## src/rtl/hpdmc_wrpath16_pkg.sv

```systemverilog
// Shared definitions for the 16-bit DDR write-data path.
//   wr_state_t : write scheduler states (IDLE=0, WAIT=1, BURST=2, POST=3)
//   MASK_IDLE  : data-mask value that blocks both bytes of a beat
//   wr_word_t  : one buffered write word, byte masks on top of the data
package hpdmc_wrpath16_pkg;

  typedef enum logic [1:0] {
    ST_IDLE  = 2'd0,
    ST_WAIT  = 2'd1,
    ST_BURST = 2'd2,
    ST_POST  = 2'd3
  } wr_state_t;

  localparam logic [1:0] MASK_IDLE = 2'b11;
  localparam int         WORD_W    = 36;

  typedef struct packed {
    logic [3:0]  mask;
    logic [31:0] data;
  } wr_word_t;

endpackage

```

## src/rtl/hpdmc_wrpath16_if.sv

```systemverilog
// Bus between the controller's bus/command logic and the write-data path.
//   master : controller side (offers write words, issues wr_start)
//   slave  : write-data path (accepts words, drives the DDR output registers)
// Signals:
//   din/din_mask/din_valid/din_ready : write word handshake
//   wr_start/wr_busy                 : write command pulse and burst-in-progress
//   d0/d1/dm0/dm1/oce                : DDR data/mask register inputs and clock enable
//   dq_oe/dqs_oe                     : DQ/DM and DQS tristate enables (1 = drive)
//   underrun                         : a burst beat found the buffer empty
//   level                            : current buffer occupancy (status)
interface hpdmc_wrpath16_if;
  logic [31:0] din;
  logic [3:0]  din_mask;
  logic        din_valid;
  logic        din_ready;
  logic        wr_start;
  logic        wr_busy;
  logic [15:0] d0;
  logic [15:0] d1;
  logic [1:0]  dm0;
  logic [1:0]  dm1;
  logic        oce;
  logic        dq_oe;
  logic        dqs_oe;
  logic        underrun;
  logic [7:0]  level;

  modport master (
    output din, din_mask, din_valid, wr_start,
    input  din_ready, wr_busy, d0, d1, dm0, dm1, oce, dq_oe, dqs_oe, underrun, level
  );

  modport slave (
    input  din, din_mask, din_valid, wr_start,
    output din_ready, wr_busy, d0, d1, dm0, dm1, oce, dq_oe, dqs_oe, underrun, level
  );
endinterface

```

## src/rtl/hpdmc_wrpath16_wrfifo.sv

```systemverilog
// Write word buffer: WIDTH bits wide, DEPTH (power of two) entries deep.
// Pointers and occupancy are registered; read data is the entry at the read
// pointer and is valid whenever empty is low.
//   clk, rst     : clock, asynchronous active-high reset (flushes the buffer)
//   push, wdata  : write an entry (ignored when full)
//   pop, rdata   : consume the head entry (ignored when empty)
//   full, empty  : occupancy flags
//   level        : number of stored entries
module hpdmc_wrfifo #(
  parameter  int WIDTH = 36,
  parameter  int DEPTH = 4,
  localparam int AW    = $clog2(DEPTH)
) (
  input  logic             clk,
  input  logic             rst,
  input  logic             push,
  input  logic [WIDTH-1:0] wdata,
  input  logic             pop,
  output logic [WIDTH-1:0] rdata,
  output logic             full,
  output logic             empty,
  output logic [AW:0]      level
);

  logic [WIDTH-1:0] mem [DEPTH];
  logic [AW-1:0]    wptr;
  logic [AW-1:0]    rptr;
  logic [AW:0]      cnt;
  logic             do_push;
  logic             do_pop;

  assign full    = (cnt == (AW+1)'(DEPTH));
  assign empty   = (cnt == '0);
  assign level   = cnt;
  assign rdata   = mem[rptr];
  assign do_push = push & ~full;
  assign do_pop  = pop & ~empty;

  // Pointers wrap naturally because DEPTH is a power of two.
  always_ff @(posedge clk or posedge rst) begin
    if (rst) begin
      wptr <= '0;
      rptr <= '0;
      cnt  <= '0;
    end else begin
      if (do_push) wptr <= wptr + 1'b1;
      if (do_pop)  rptr <= rptr + 1'b1;
      case ({do_push, do_pop})
        2'b10:   cnt <= cnt + 1'b1;
        2'b01:   cnt <= cnt - 1'b1;
        default: ;
      endcase
    end
  end

  always_ff @(posedge clk) begin
    if (do_push) mem[wptr] <= wdata;
  end

endmodule

```

## src/rtl/hpdmc_wrpath16.sv

```systemverilog
// Write-data scheduler for the 16-bit DDR SDRAM Spartan-3 I/O. Buffers 32-bit
// write words with byte masks and, on each wr_start, replays one burst of
// BURST_WORDS words aligned to the write latency WL, with a one-cycle DQS
// preamble before the data and a one-cycle postamble after it.
//   sys_clk   : system clock (also clocks the DDR output registers)
//   sdram_rst : asynchronous active-high reset
//   bus       : hpdmc_wrpath16_if.slave (word handshake, command, DDR outputs)
module hpdmc_wrpath16
  import hpdmc_wrpath16_pkg::*;
#(
  parameter int BURST_WORDS = 4,
  parameter int FIFO_DEPTH  = 4,
  parameter int WL          = 1
) (
  input  logic               sys_clk,
  input  logic               sdram_rst,
  hpdmc_wrpath16_if.slave    bus
);

  localparam int AW = $clog2(FIFO_DEPTH);

  wr_state_t   state;
  wr_state_t   state_n;
  logic [2:0]  cnt;
  logic [2:0]  cnt_n;

  wr_word_t    fifo_wdata;
  wr_word_t    fifo_rdata;
  logic        fifo_full;
  logic        fifo_empty;
  logic        fifo_push;
  logic        fifo_pop;
  logic [AW:0] fifo_level;

  logic        beat_n;
  logic        dqs_n;

  logic [15:0] d0_p1;
  logic [15:0] d1_p1;
  logic [1:0]  dm0_p1;
  logic [1:0]  dm1_p1;
  logic        oce_p1;
  logic        dq_oe_p1;
  logic        dqs_oe_p1;
  logic        underrun_p1;

  // Not ready during reset so no word is lost while the buffer is held flushed.
  assign bus.din_ready = ~fifo_full & ~sdram_rst;
  assign fifo_wdata    = '{mask: bus.din_mask, data: bus.din};
  assign fifo_push     = bus.din_valid & bus.din_ready;

  hpdmc_wrfifo #(
    .WIDTH (WORD_W),
    .DEPTH (FIFO_DEPTH)
  ) u_fifo (
    .clk   (sys_clk),
    .rst   (sdram_rst),
    .push  (fifo_push),
    .wdata (fifo_wdata),
    .pop   (fifo_pop),
    .rdata (fifo_rdata),
    .full  (fifo_full),
    .empty (fifo_empty),
    .level (fifo_level)
  );

  always_ff @(posedge sys_clk or posedge sdram_rst) begin
    if (sdram_rst) begin
      state <= ST_IDLE;
      cnt   <= '0;
    end else begin
      state <= state_n;
      cnt   <= cnt_n;
    end
  end

  // One counter serves as latency counter in WAIT and beat counter in BURST.
  always_comb begin
    state_n = state;
    cnt_n   = cnt;
    case (state)
      ST_IDLE: begin
        if (bus.wr_start) begin
          state_n = ST_WAIT;
          cnt_n   = 3'(WL - 1);
        end
      end
      ST_WAIT: begin
        if (cnt == 3'd0) begin
          state_n = ST_BURST;
          cnt_n   = 3'(BURST_WORDS - 1);
        end else begin
          cnt_n = cnt - 1'b1;
        end
      end
      ST_BURST: begin
        if (cnt == 3'd0) state_n = ST_POST;
        else             cnt_n   = cnt - 1'b1;
      end
      ST_POST:  state_n = ST_IDLE;
      default:  state_n = ST_IDLE;
    endcase
  end

  // Outputs are decoded from the next state so they line up with the state
  // the FSM occupies; the word for a beat is popped one cycle ahead of it.
  assign beat_n   = (state_n == ST_BURST);
  assign dqs_n    = beat_n | (state_n == ST_POST) | ((state_n == ST_WAIT) && (cnt_n == 3'd0));
  assign fifo_pop = beat_n & ~fifo_empty;

  // Stage p1: DDR register inputs. An empty buffer still yields a full-length,
  // fully masked data phase.
  always_ff @(posedge sys_clk or posedge sdram_rst) begin
    if (sdram_rst) begin
      d0_p1       <= '0;
      d1_p1       <= '0;
      dm0_p1      <= MASK_IDLE;
      dm1_p1      <= MASK_IDLE;
      oce_p1      <= 1'b0;
      dq_oe_p1    <= 1'b0;
      dqs_oe_p1   <= 1'b0;
      underrun_p1 <= 1'b0;
    end else begin
      oce_p1      <= beat_n;
      dq_oe_p1    <= beat_n;
      dqs_oe_p1   <= dqs_n;
      underrun_p1 <= beat_n & fifo_empty;
      if (fifo_pop) begin
        d0_p1  <= fifo_rdata.data[31:16];
        d1_p1  <= fifo_rdata.data[15:0];
        dm0_p1 <= fifo_rdata.mask[3:2];
        dm1_p1 <= fifo_rdata.mask[1:0];
      end else begin
        d0_p1  <= '0;
        d1_p1  <= '0;
        dm0_p1 <= MASK_IDLE;
        dm1_p1 <= MASK_IDLE;
      end
    end
  end

  assign bus.d0       = d0_p1;
  assign bus.d1       = d1_p1;
  assign bus.dm0      = dm0_p1;
  assign bus.dm1      = dm1_p1;
  assign bus.oce      = oce_p1;
  assign bus.dq_oe    = dq_oe_p1;
  assign bus.dqs_oe   = dqs_oe_p1;
  assign bus.underrun = underrun_p1;
  assign bus.wr_busy  = (state != ST_IDLE);
  assign bus.level    = 8'(fifo_level);

endmodule
```

## src/flat_wrapper.sv

```systemverilog
// flat-port wrapper written by rule: the top's interface ports become plain ports
module hpdmc_wrpath16_flat import hpdmc_wrpath16_pkg::*;
#(
  parameter int BURST_WORDS = 4,
  parameter int FIFO_DEPTH  = 4,
  parameter int WL          = 1
)
  (sys_clk, sdram_rst, bus_din, bus_din_mask, bus_din_valid, bus_wr_start, bus_din_ready, bus_wr_busy, bus_d0, bus_d1, bus_dm0, bus_dm1, bus_oce, bus_dq_oe, bus_dqs_oe, bus_underrun, bus_level);
  hpdmc_wrpath16_if bus_i ();
  input  logic sys_clk;
  input  logic sdram_rst;
  input wire logic [$bits(bus_i.din)-1:0] bus_din;
  input wire logic [$bits(bus_i.din_mask)-1:0] bus_din_mask;
  input wire logic [$bits(bus_i.din_valid)-1:0] bus_din_valid;
  input wire logic [$bits(bus_i.wr_start)-1:0] bus_wr_start;
  output wire logic [$bits(bus_i.din_ready)-1:0] bus_din_ready;
  output wire logic [$bits(bus_i.wr_busy)-1:0] bus_wr_busy;
  output wire logic [$bits(bus_i.d0)-1:0] bus_d0;
  output wire logic [$bits(bus_i.d1)-1:0] bus_d1;
  output wire logic [$bits(bus_i.dm0)-1:0] bus_dm0;
  output wire logic [$bits(bus_i.dm1)-1:0] bus_dm1;
  output wire logic [$bits(bus_i.oce)-1:0] bus_oce;
  output wire logic [$bits(bus_i.dq_oe)-1:0] bus_dq_oe;
  output wire logic [$bits(bus_i.dqs_oe)-1:0] bus_dqs_oe;
  output wire logic [$bits(bus_i.underrun)-1:0] bus_underrun;
  output wire logic [$bits(bus_i.level)-1:0] bus_level;
  assign bus_i.din = bus_din;
  assign bus_i.din_mask = bus_din_mask;
  assign bus_i.din_valid = bus_din_valid;
  assign bus_i.wr_start = bus_wr_start;
  assign bus_din_ready = bus_i.din_ready;
  assign bus_wr_busy = bus_i.wr_busy;
  assign bus_d0 = bus_i.d0;
  assign bus_d1 = bus_i.d1;
  assign bus_dm0 = bus_i.dm0;
  assign bus_dm1 = bus_i.dm1;
  assign bus_oce = bus_i.oce;
  assign bus_dq_oe = bus_i.dq_oe;
  assign bus_dqs_oe = bus_i.dqs_oe;
  assign bus_underrun = bus_i.underrun;
  assign bus_level = bus_i.level;
  hpdmc_wrpath16 #(.BURST_WORDS(BURST_WORDS), .FIFO_DEPTH(FIFO_DEPTH), .WL(WL)) u_core (.sys_clk(sys_clk), .sdram_rst(sdram_rst), .bus(bus_i));
endmodule
```

## config.mk

```make
export PLATFORM = sky130hd
export DESIGN_NAME = hpdmc_wrpath16_flat
export DESIGN_NICKNAME = d
export VERILOG_FILES = /design/src/rtl/hpdmc_wrpath16_pkg.sv /design/src/rtl/hpdmc_wrpath16_if.sv /design/src/rtl/hpdmc_wrpath16_wrfifo.sv /design/src/rtl/hpdmc_wrpath16.sv /design/src/flat_wrapper.sv
export SDC_FILE = /design/constraint.sdc
export NUM_CORES = 1
export LEC_CHECK = 0
export BUFFER_PORTS_ARGS = -buffer_cell sky130_fd_sc_hd__buf_2
export CELL_PAD_IN_SITES_DETAIL_PLACEMENT = 1
export CELL_PAD_IN_SITES_GLOBAL_PLACEMENT = 1
export CORE_MARGIN = 3
export CORE_UTILIZATION = 25
export DETAILED_ROUTE_END_ITERATION = 8
export MAX_ROUTING_LAYER = met4
export PLACE_DENSITY = 0.54
export SLEW_MARGIN = 10
export SYNTH_ARGS = -nofsm -noshare
export SYNTH_HDL_FRONTEND = slang
export SYNTH_SLANG_ARGS = --single-unit
```

## constraint.sdc

```tcl
create_clock -name sys_clk -period 2.2 [get_ports sys_clk]
set_input_delay 0.44 -clock sys_clk [delete_from_list [all_inputs] [get_ports sys_clk]]
set_output_delay 0.44 -clock sys_clk [all_outputs]
set_load 0.05 [all_outputs]
```

==> impl_metrics.csv <==
group,metric,value,unit
global_route,grt_use_met3,0.02617,
power,p_sw_frac,0.3559,
yosys,avgSynthCellArea,20.52,sq um
global_route,grt-busiest-layer,"met2",
timing,fmax,0.4649,GHz
global_route,grt-ovfl-total,0,
placed_design,globalplace.congestion,0.7381,
cts,clk_pin_slew,0.08,ns
drt,first_pass_iters,4,
timing,post-route-period-util,0.9776,
yosys,synth-warning-count,0,
setup_path,cp_data_arrival_time,2.49,ns
power,power_frac_comb,0.353,
power,p_leak,3.471,nW
global_route,grt_pass1_wl,24630,um
setup_path,worstPathRequired,2.54,ns
yosys,synthTopCellsByArea,"edfxtp_1 59%, dfrtp_1 16%, mux4_2 11%",
global_route,antenna_found_initial,2,
power,intPower,7.970,mW
cells_and_area,final_nets,512,
setup_path,max_stage_delay,0.42,ns
cts,worstSkewPairLatency,0.43,ns
die,coreArea,28780,sq um
die,io_pins,90,
drt,drc,0,
power,p_per_area,1365,nW/um^2
setup_path,cp_max_fo,4,
cts,cts.sinks,195,
cts,clockBufferDepth,2,
die,fp.dieH,177.2,um
setup_path,ff2ff_path_depth,11,
die,die_w,177.2,um
timing,slew_viol_final,0,
timing,grt_setup_unrepaired,"yes",
cells_and_area,drive_above_1_share,0.4454,
setup_path,critPathSlowestCell,"dfrtp_1",
die,start_util,0.2545,
setup_path,crit_path_start_kind,"flop",
power,pwr-share-clk,0.251,
cells_and_area,mostFrequentLayoutCells,"144 x edfxtp_1, 84 x buf_2, 42 x dfrtp_1",
yosys,synth_top_area_share,0.5903,
setup_path,path_buf_inv,2,
setup_path,r2r_slack,0.05,ns
timing,skew,0.01288,ns
timing,final-hold-violation-count,0,
drt,wl,16220,um
timing,holdWs,0.03375,ns
yosys,ys_seq_area_frac,0.7652,
cts,cts_tree,"done",
yosys,netlist_instances,357,
timing,finalSetupViolations,0,
power,ir_drop,0.3992,mV
global_route,grt_usage,0.1102,
cts,cts_inserted_buffers,17,
setup_path,rr_endpoint,"u_core.u_fifo.level[2]",
yosys,synth.cell_area,7326,sq um
drt,detail-route-antenna-nets,0,
setup_path,worstSetupPathType,"reg2reg",
worst_hold_path,hold_class,"in2async",
drt,wl_per_cell,18.82,um
die,rows,62,
setup_path,crit_chain,"inv_2 -> ha_4 -> nor2b_4 -> o21ai_4 -> nand2_2 -> inv_2 -> ha_4 -> fa_2 -> xnor2_1 -> nor2_1 -> xor2_1",
flow_run,cap_violations,0,
drt,vias_per_cell,4.150,
cells_and_area,layout.cells.non_filler,862,
placed_design,port_buffers,84,
global_route,use_met1,0.1266,
die,fp.dieArea,31390,sq um
placed_design,dp_hpwl,9380,um
drt,drt_iter0_drc,182,
status,status,"completed",
cells_and_area,area_delta_synth_final,23.72,%
global_route,grt_use_met2,0.1897,
yosys,synth.distinct_cells,41,
cts,cts-hold-fix-buffers,0,
power,p_seq_frac,0.396,
global_route,grt_start_max_net_pins,37,
setup_path,setup.worst_path.end_class,"flop",
setup_path,reg2reg_from,"u_core.cnt[0]",
cts,htree_levels,4,
placed_design,placed_cells,822,
yosys,ys_seq_elements,195,
drt,vias,3577,
cells_and_area,layout_commonest_cell,"edfxtp_1",
setup_path,path_delay_family,"adder cells",
cts,cts-root-buf,"clkbuf_16",
global_route,grt_pass1_vias,4094,
yosys,synth_top_area_cell,"edfxtp_1",
timing,period_needed,2.151,ns
power,p_sw,4.404,mW
[power by group through the flow]
stage                     clock network, mW  logic (mW)  registers [mW]
final                                  3.11        4.37            4.90
after floorplan                           0        2.18            5.82
after global routing                   3.35        4.74            4.96
after detailed placement                  0        4.31            4.98
after CTS                              3.22        4.39            4.91
after global placement                    0        4.20            4.94
[logic make-up after synthesis]
group	synth area share
buffers and inverters	0.02681
DFF	0.7652
adders and majority gates	0.01776
and+or+nand+nor	0.05295
other	0.0005119
AOI/OAI and AO/OA	0.01281
xor gates and xnor gates	0.007173
muxes	0.1168
[through the flow]
step	setup slack, ns	utilization	power, mW	cell area [sq um]	setup TNS (ns)
finish	0.04923	0.3149	12.37	9064	0
detailed placement	-0.1038	0.2909	9.290	8372	-0.2325
CTS	0.003868	0.3130	12.53	9009	0
floorplan	-0.02829	-	8.008	7388	-0.04750
global route	-0.09506	0.3149	13.05	9064	-0.09506
global placement	0.02395	0.2909	9.145	8372	0
[how the worst max path moves through the flow]
stage / from / to / cells past startpoint
2_1_floorplan: u_core.u_fifo.level[1] / u_core.u_fifo.level[2] / 9
3_3_place_gp: u_core.cnt[0] / u_core.bus.dqs_oe / 8
3_5_place_dp: u_core.cnt[0] / u_core.u_fifo.level[2] / 11
4_1_cts: u_core.cnt[1] / u_core.bus.dqs_oe / 8
5_1_grt: u_core.cnt[0] / u_core.u_fifo.level[2] / 11
6_report: u_core.cnt[0] / u_core.u_fifo.level[2] / 11
[cell usage after synthesis]
| cell | n |
|---|---|
| nand3_1 | 2 |
| o221ai_1 | 2 |
| nand2b_1 | 2 |
| nor2b_1 | 3 |
| mux2_2 | 2 |
| nand2b_4 | 1 |
| nand4bb_1 | 1 |
| and2_1 | 1 |
| nor3b_1 | 1 |
| nor2b_2 | 1 |
| clkbuf_2 | 1 |
| or2_1 | 4 |
| nand2_1 | 3 |
| xnor2_1 | 5 |
| and3_1 | 37 |
| a21oi_1 | 1 |
| buf_6 | 4 |
| buf_2 | 6 |
| xor2_1 | 1 |
| fa_1 | 1 |
| nor3_1 | 1 |
| dfstp_2 | 4 |
| ha_1 | 8 |
| clkbuf_1 | 5 |
| o22ai_1 | 1 |
| o311ai_2 | 1 |
| a211oi_4 | 1 |
| mux4_2 | 37 |
| buf_4 | 7 |
| and3b_1 | 1 |
| or3_1 | 1 |
| edfxtp_1 | 144 |
| o21ai_2 | 1 |
| conb_1 | 1 |
| nor2_1 | 3 |
| o31ai_2 | 1 |
| maj3_1 | 1 |
| inv_2 | 1 |
| inv_1 | 11 |
| dfrtp_1 | 47 |
| a22oi_1 | 1 |
[repair_timing]
| action | 4_1_cts | 5_1_grt |
|---|---|---|
| gates resized for setup | 5 | 3 |
| buffers inserted | 1 | 5 |
| pin swaps | 0 | 8 |
| setup endpoints to repair | 3 | 3 |
[state kept, by name (all words and copies together), names as in the netlist]
| register | cells |
|---|---|
| u_core.state | 2 |
| u_core.bus.underrun | 1 |
| u_core.cnt | 3 |
| u_core.bus.d0 | 16 |
| u_core.bus.oce | 1 |
| u_core.u_fifo.rptr | 2 |
| u_core.u_fifo.level | 3 |
| u_core.u_fifo.wptr | 2 |
| u_core.bus.dqs_oe | 1 |
| u_core.bus.dm1 | 2 |
| u_core.u_fifo.mem | 144 |
| u_core.bus.dm0 | 2 |
| u_core.bus.d1 | 16 |
[metal layers]
layer,wire length (um),share of wire,vias up
li1,-,-,1598
met1,6825,0.42,1879
met2,8436,0.52,79
met3,682,0.042,21
met4,275,0.017,0
met5,0,0,-
[layout make-up]
| cell class | instances | area, sq um |
|---|---|---|
| sequential | 195 | 5614 |
| timing repair buffer | 106 | 685.7 |
| inverter | 12 | 45.04 |
| clock buffer | 17 | 425.4 |
| multi-input combinational | 131 | 1638 |
| antenna | 2 | 5.005 |
| clock inverter | 15 | 170.2 |
| tap | 384 | 480.5 |
| fill | 2907 | 19720 |
(Power assumes the default switching activity.)
